==> src/rtl/liteeth_sram_fifo_ctrl.sv <==
// liteeth_sram_fifo_ctrl: valid/ready FIFO controller over a 1rw1r buffer SRAM macro
//    Writes go through the macro's rw0 port and reads through its r0 port. A 2-entry
//    output buffer hides the macro's 1-cycle registered read latency.
//    Ports:
//       clk_in, rst_n_in                   clock, asynchronous active-low reset
//       in_valid_in/in_ready_out/in_data_in    producer side
//       out_valid_out/out_ready_in/out_data_out consumer side (registered OB head)
//       level_out                          words held: SRAM + in-flight read + OB
//       sram_rw0_*                         macro write port (rd_out unused)
//       sram_r0_*                          macro read port, data valid the cycle after ce
module liteeth_sram_fifo_ctrl #(
   parameter int BITS       = 64,
   parameter int WORD_DEPTH = 1024,
   parameter int ADDR_WIDTH = 10
) (
   input  logic                  clk_in,
   input  logic                  rst_n_in,
   input  logic                  in_valid_in,
   output logic                  in_ready_out,
   input  logic [BITS-1:0]       in_data_in,
   output logic                  out_valid_out,
   input  logic                  out_ready_in,
   output logic [BITS-1:0]       out_data_out,
   output logic [ADDR_WIDTH+1:0] level_out,
   output logic                  sram_rw0_ce_out,
   output logic                  sram_rw0_we_out,
   output logic [ADDR_WIDTH-1:0] sram_rw0_addr_out,
   output logic [BITS-1:0]       sram_rw0_wd_out,
   output logic                  sram_r0_ce_out,
   output logic [ADDR_WIDTH-1:0] sram_r0_addr_out,
   input  logic [BITS-1:0]       sram_r0_rd_in
);
   logic [ADDR_WIDTH-1:0] wr_ptr, rd_ptr;
   logic [ADDR_WIDTH:0]   mem_cnt;
   logic                  inflight;
   logic [1:0]            ob_cnt, wr_slot;
   logic [2:0]            ob_load;
   logic [BITS-1:0]       ob0, ob1, wd_hold;
   logic [ADDR_WIDTH+1:0] level;
   logic                  push, pop, issue;
   assign in_ready_out = mem_cnt != (ADDR_WIDTH+1)'(WORD_DEPTH);
   always_comb begin
      // gating with rst_n_in drops the write strobes as soon as reset asserts
      push    = in_valid_in & in_ready_out & rst_n_in;
      pop     = out_valid_out & out_ready_in;
      // OB occupancy after this edge if no new read is issued
      ob_load = {1'b0, ob_cnt} + {2'b0, inflight} - {2'b0, pop};
      issue   = (mem_cnt != '0) & (ob_load < 3'd2);
      // OB slot that an in-flight read lands in, after accounting for a pop
      wr_slot = ob_cnt - {1'b0, pop};
   end
   assign out_valid_out     = ob_cnt != 2'd0;
   assign out_data_out      = ob0;
   assign level_out         = level;
   assign sram_rw0_ce_out   = push;
   assign sram_rw0_we_out   = push;
   assign sram_rw0_addr_out = wr_ptr;
   assign sram_rw0_wd_out   = push ? in_data_in : wd_hold;
   assign sram_r0_ce_out    = issue;
   assign sram_r0_addr_out  = rd_ptr;
   always_ff @(posedge clk_in or negedge rst_n_in) begin
      if (!rst_n_in) begin
         wr_ptr   <= '0;
         rd_ptr   <= '0;
         mem_cnt  <= '0;
         inflight <= 1'b0;
         ob_cnt   <= 2'd0;
         level    <= '0;
         wd_hold  <= '0;
         ob0      <= '0;
         ob1      <= '0;
      end else begin
         wr_ptr   <= wr_ptr + ADDR_WIDTH'(push);
         rd_ptr   <= rd_ptr + ADDR_WIDTH'(issue);
         mem_cnt  <= mem_cnt + (ADDR_WIDTH+1)'(push) - (ADDR_WIDTH+1)'(issue);
         inflight <= issue;
         ob_cnt   <= ob_load[1:0];
         level    <= level + (ADDR_WIDTH+2)'(push) - (ADDR_WIDTH+2)'(pop);
         if (push) wd_hold <= in_data_in;
         // head keeps its value when the OB empties so out_data_out stays stable
         ob0 <= (inflight && wr_slot == 2'd0) ? sram_r0_rd_in :
                (pop && ob_cnt == 2'd2) ? ob1 : ob0;
         if (inflight && wr_slot == 2'd1) ob1 <= sram_r0_rd_in;
      end
   end
endmodule

==> config.mk <==
export PLATFORM = sky130hd
export DESIGN_NAME = liteeth_sram_fifo_ctrl
export DESIGN_NICKNAME = d
export VERILOG_FILES = /design/src/rtl/liteeth_sram_fifo_ctrl.sv
export SDC_FILE = /design/constraint.sdc
export NUM_CORES = 1
export LEC_CHECK = 0
export CAP_MARGIN = 20
export CORE_MARGIN = 5
export CORE_UTILIZATION = 52
export DETAILED_ROUTE_END_ITERATION = 8
export PLACE_DENSITY = 0.86
export SYNTH_ARGS = -nofsm -noshare
export SYNTH_HDL_FRONTEND = slang
export SYNTH_SLANG_ARGS = --single-unit
==> constraint.sdc <==
create_clock -name clk_in -period 5.62 [get_ports clk_in]
set_clock_uncertainty 0.05 [all_clocks]
set_input_delay 1.124 -clock clk_in [delete_from_list [all_inputs] [get_ports clk_in]]
set_output_delay 1.124 -clock clk_in [all_outputs]
set_load 0.02 [all_outputs]
==> impl_results.html <==
<table>
<tr><th>Metric</th><th>Value</th></tr>
<tr><th colspan="2">Drt</th></tr>
<tr><td>Avg WL per Cell</td><td>~19 um</td></tr>
<tr><td>Number of optimization iterations in the first detailed-route pass</td><td>4</td></tr>
<tr><td>Post-detailed-routing wire length</td><td>between 20000 and 30000 um</td></tr>
<tr><td>Post-DRT Antenna Nets</td><td>0</td></tr>
<tr><td>Remaining DRCs</td><td>0</td></tr>
<tr><td>Per-cell via count in the routed design</td><td>between 5 and 6</td></tr>
<tr><td>Iteration-0 DRC count of the detailed router</td><td>185</td></tr>
<tr><td>Vias</td><td>roughly 7000</td></tr>
<tr><th colspan="2">GRT</th></tr>
<tr><td>Wire length of the first global-routing pass</td><td>40400 um</td></tr>
<tr><td>Total overflow reported by the global router</td><td>0</td></tr>
<tr><td>Vias in the first global route</td><td>7462</td></tr>
<tr><td>Number of antenna violations at the first check in global routing</td><td>0</td></tr>
<tr><td>GR Util All Layers</td><td>0.223</td></tr>
<tr><td>Largest net degree at the start of global routing</td><td>80</td></tr>
<tr><th colspan="2">Worst setup path</th></tr>
<tr><td>Worst Reg-to-Reg Cells</td><td>18</td></tr>
<tr><td>Arrival time of data at the critical path endpoint</td><td>around 3.9 ns</td></tr>
<tr><td>Number of buffer and inverter stages on the critical path</td><td>3</td></tr>
<tr><td>Worst setup path category</td><td>in -&gt; out</td></tr>
<tr><td>Nature of the critical path endpoint</td><td>output pin</td></tr>
<tr><td>Max stage delay on crit path</td><td>0.70 ns</td></tr>
<tr><td>Reg2reg setup slack</td><td>approximately 1.8 ns</td></tr>
<tr><td>Reg2reg start</td><td>ob_cnt[1]$_DFF_PN0_</td></tr>
<tr><td>Critical-path top delay cell</td><td>clkdlybuf4s50_1</td></tr>
<tr><td>R2R Path End</td><td>mem_cnt[10]$_DFF_PN0_</td></tr>
<tr><td>Data required time at the worst endpoint</td><td>4.45 ns</td></tr>
<tr><td>Kind of launch point of the worst setup path</td><td>input port</td></tr>
<tr><td>Cells traversed along the worst timing path</td><td>clkdlybuf4s50_1, nand3b_1, o21ai_2, ha_1, inv_1, fa_1, xnor2_1, nand2_1, a41oi_1, clkdlybuf4s50_1</td></tr>
<tr><td>Largest delay share family, worst path</td><td>buffers and inverters</td></tr>
<tr><td>Largest fanout on the critical path</td><td>4</td></tr>
<tr><td>Most common cell on crit path</td><td>clkdlybuf4s50_1</td></tr>
<tr><th colspan="2">STA</th></tr>
<tr><td>Max transition margin</td><td>0.398</td></tr>
<tr><td>Number of hold violations in the final report</td><td>0</td></tr>
<tr><td>Total negative setup slack</td><td>0 ns</td></tr>
<tr><td>Fin. max-slew vios</td><td>0</td></tr>
<tr><td>RSZ-0062 raised after global routing</td><td>no</td></tr>
<tr><td>Hold_ws</td><td>roughly 0.42 ns</td></tr>
<tr><td>Setup violation total in the final timing report</td><td>0</td></tr>
<tr><td>Worst slew pin tran</td><td>roughly 0.9 ns</td></tr>
<tr><td>Top achievable clock speed</td><td>a little under 200 MHz</td></tr>
<tr><td>Final Cycle Share</td><td>0.899</td></tr>
<tr><td>Final worst path period need</td><td>roughly 5 ns</td></tr>
<tr><th colspan="2">Clocking</th></tr>
<tr><td>Number of gates resized after cts</td><td>0</td></tr>
<tr><td>CTS tree</td><td>yes</td></tr>
<tr><td>Clock latency on the worst-skew pair</td><td>around 0.5 ns</td></tr>
<tr><td>Hold-fix buffer count after cts</td><td>0</td></tr>
<tr><td>Clock input transition at the sequential cells of the worst setup and hold paths</td><td>0.06 ns</td></tr>
<tr><td># Post-CTS Setup Buffers</td><td>0</td></tr>
<tr><td>CTS max path bufs</td><td>3</td></tr>
<tr><td>Inserted Clock Buffers</td><td>26</td></tr>
<tr><td>Clock sink count</td><td>238</td></tr>
<tr><td>H-tree depth</td><td>1</td></tr>
<tr><td>CTS root buf</td><td>clkbuf_16</td></tr>
<tr><th colspan="2">Synth</th></tr>
<tr><td>Biggest area consumer among synthesized cells</td><td>dfrtp_1</td></tr>
<tr><td>Post-synthesis net count</td><td>901</td></tr>
<tr><td>Number of synthesized flops with an enable pin</td><td>0</td></tr>
<tr><td>Cell area after synthesis</td><td>between 10000 and 15000 um^2</td></tr>
<tr><td>Share of the synthesized area in the top cell type</td><td>0.576</td></tr>
<tr><td>Biggest area contributors in the synthesized netlist</td><td>dfrtp_1 (58%), mux2_2 (9.6%), mux2_4 (5.8%), a22o_1 (5.4%), a21o_1 (4.9%)</td></tr>
<tr><td>Post-synthesis sequential area ratio</td><td>0.576</td></tr>
<tr><td>Average size of a mapped cell</td><td>roughly 14 um^2</td></tr>
<tr><td>Synthesized instance count</td><td>about 730</td></tr>
<tr><td>Most instantiated library cell after synthesis</td><td>dfrtp_1</td></tr>
<tr><td>Flip-flop and latch count after synthesis</td><td>238</td></tr>
<tr><td>Unique masters post-synth</td><td>46</td></tr>
<tr><td>Total of warnings raised by yosys</td><td>0</td></tr>
<tr><td>Flip-flop cell with the highest count after synthesis</td><td>dfrtp_1</td></tr>
<tr><td>Share of synthesized registers carrying an async set or reset</td><td>1.00</td></tr>
<tr><td>Most frequent cells after synthesis</td><td>dfrtp_1 (238), mux2_2 (88), a21o_1 (68)</td></tr>
<tr><th colspan="2">Run status</th></tr>
<tr><td>Outcome</td><td>finished, final reports clean</td></tr>
<tr><th colspan="2">Cells and area</th></tr>
<tr><td>Signed area change from the synthesized netlist to the final layout</td><td>39.3%</td></tr>
<tr><td>Net count, final</td><td>1200</td></tr>
<tr><td>Total inserted antenna cells</td><td>0</td></tr>
<tr><td>Layout Cells excl Fill</td><td>~1300</td></tr>
<tr><td>Share of post-route cells with drive strength above 1</td><td>0.182</td></tr>
<tr><td>Number of fillers in the final layout</td><td>around 1300</td></tr>
<tr><th colspan="2">Power</th></tr>
<tr><td>Final total power</td><td>around 8200 uW</td></tr>
<tr><td>Peak supply drop</td><td>0.000467 V</td></tr>
<tr><td>Leakage</td><td>about 0.0068 uW</td></tr>
<tr><td>Total power divided by cell area</td><td>roughly 570 nW/um^2</td></tr>
<tr><th colspan="2">Die</th></tr>
<tr><td>Initial Utilization</td><td>0.529</td></tr>
<tr><td>Core ar.</td><td>19500 um^2</td></tr>
<tr><td>Core Rows</td><td>51</td></tr>
<tr><td>Top-Level Pins</td><td>approximately 300</td></tr>
<tr><td>DIE HEIGHT</td><td>151 um</td></tr>
<tr><td>Die Wd</td><td>151 um</td></tr>
<tr><td>Area of the die</td><td>around 23000 um^2</td></tr>
<tr><th colspan="2">Placement</th></tr>
<tr><td>Placed cell count</td><td>between 1000 and 1500</td></tr>
<tr><td>Final weighted congestion in routability-driven placement</td><td>0.842</td></tr>
<tr><td>HPWL Detailed</td><td>17800 um</td></tr>
<tr><td>Total of buffers placed on input and output ports</td><td>296</td></tr>
<tr><th colspan="2">Worst hold path</th></tr>
<tr><td>Worst hold path class</td><td>in -&gt; async</td></tr>
<tr><th colspan="2">Run</th></tr>
<tr><td>Number of violations of the max-capacitance limit</td><td>0</td></tr>
</table>
worst max path at each step:
stage                       from                     to  slack [ns]  cells past startpoint
CTS                 out_ready_in         sram_r0_ce_out        0.60                     10
detailed placement  out_ready_in  mem_cnt[10]$_DFF_PN0_        0.60                     19
global placement    out_ready_in  mem_cnt[10]$_DFF_PN0_        0.69                     19
finish              out_ready_in         sram_r0_ce_out        0.57                     10
global route        out_ready_in         sram_r0_ce_out        0.39                     10
floorplan           out_ready_in  mem_cnt[10]$_DFF_PN0_        1.17                     17
power by group:
| group | leakage [uW] | switching [uW] | internal (uW) |
|---|---|---|---|
| clock | 0.000438 | 663 | 1040 |
| combinational | 0.00345 | 1860 | 1900 |
| sequential | 0.00290 | 373 | 2400 |
| total | 0.00679 | 2900 | 5340 |
state kept, by name, summed over array words and instances (netlist names):
name	flops
ob1	64
out_data_out	64
wd_hold	64
level_out	12
mem_cnt	11
sram_r0_addr_out	10
sram_rw0_addr_out	10
ob_cnt	2
inflight	1
stage by stage:
stage | utilization | setup WS (ns) | cell area, um^2
final | 0.737 | 0.568 | 14400
after global routing | 0.737 | 0.395 | 14400
after CTS | 0.736 | 0.600 | 14400
after detailed placement | 0.691 | 0.598 | 13500
after global placement | 0.691 | 0.691 | 13500
after floorplan | - | 1.17 | 10300
final cells by class:
class	instances	area, um^2	share of cell area
well taps	265	332	0.0230
clock buffers	35	766	0.0532
clock inverters	10	104	0.00721
repair buffers	306	3080	0.214
flip-flops and latches	238	5960	0.414
multi-input cells	422	4020	0.279
inverters	38	143	0.00991
worst register-to-register path, delay by kind of cell (launching register included):
family | cells | cell delay, ns
adder cells (fa/ha/maj) | 5 | 1.42
AND/OR/NAND/NOR | 3 | 0.40
AO/OA/AOI/OAI | 5 | 0.98
XOR/XNOR | 2 | 0.31
buffers and inverters | 3 | 0.17
flip-flops | 1 | 0.43
routing by layer:
metal,vias to the layer above,wire length (um),GRT usage
met1,3509,9850,0.270
li1,3221,-,-
met3,53,1650,0.0560
met2,196,13300,0.396
met4,0,732,0.0653
met5,-,0,0
cell families after synthesis:
group,synth area share
flops,0.576
compound gates,0.126
mux,0.154
buf+inv,0.0359
simple gates,0.0296
xor+xnor,0.0322
fa+ha+maj,0.0457
cells in the final DEF, fill, tap and decap left out, types with 2 or more instances in the layout:
master	n
inv_1	37
nor2_1	9
a22o_1	64
clkbuf_8	6
o2111ai_1	2
clkbuf_1	2
and3_1	4
a221o_1	2
nand4_1	2
nor2b_1	2
bufinv_16	2
dfrtp_1	238
ha_1	33
xnor2_1	27
clkdlybuf4s50_1	295
a41oi_1	2
clkbuf_16	27
o21ai_0	6
clkinv_2	7
fa_1	3
nand3b_1	4
xor2_1	11
mux2_4	40
or3_1	2
buf_4	8
a21oi_1	9
mux2_2	88
o21bai_1	3
nand2_1	10
a21o_1	68
nand3_1	15
Note: power is estimated with default switching activity, not from simulation.
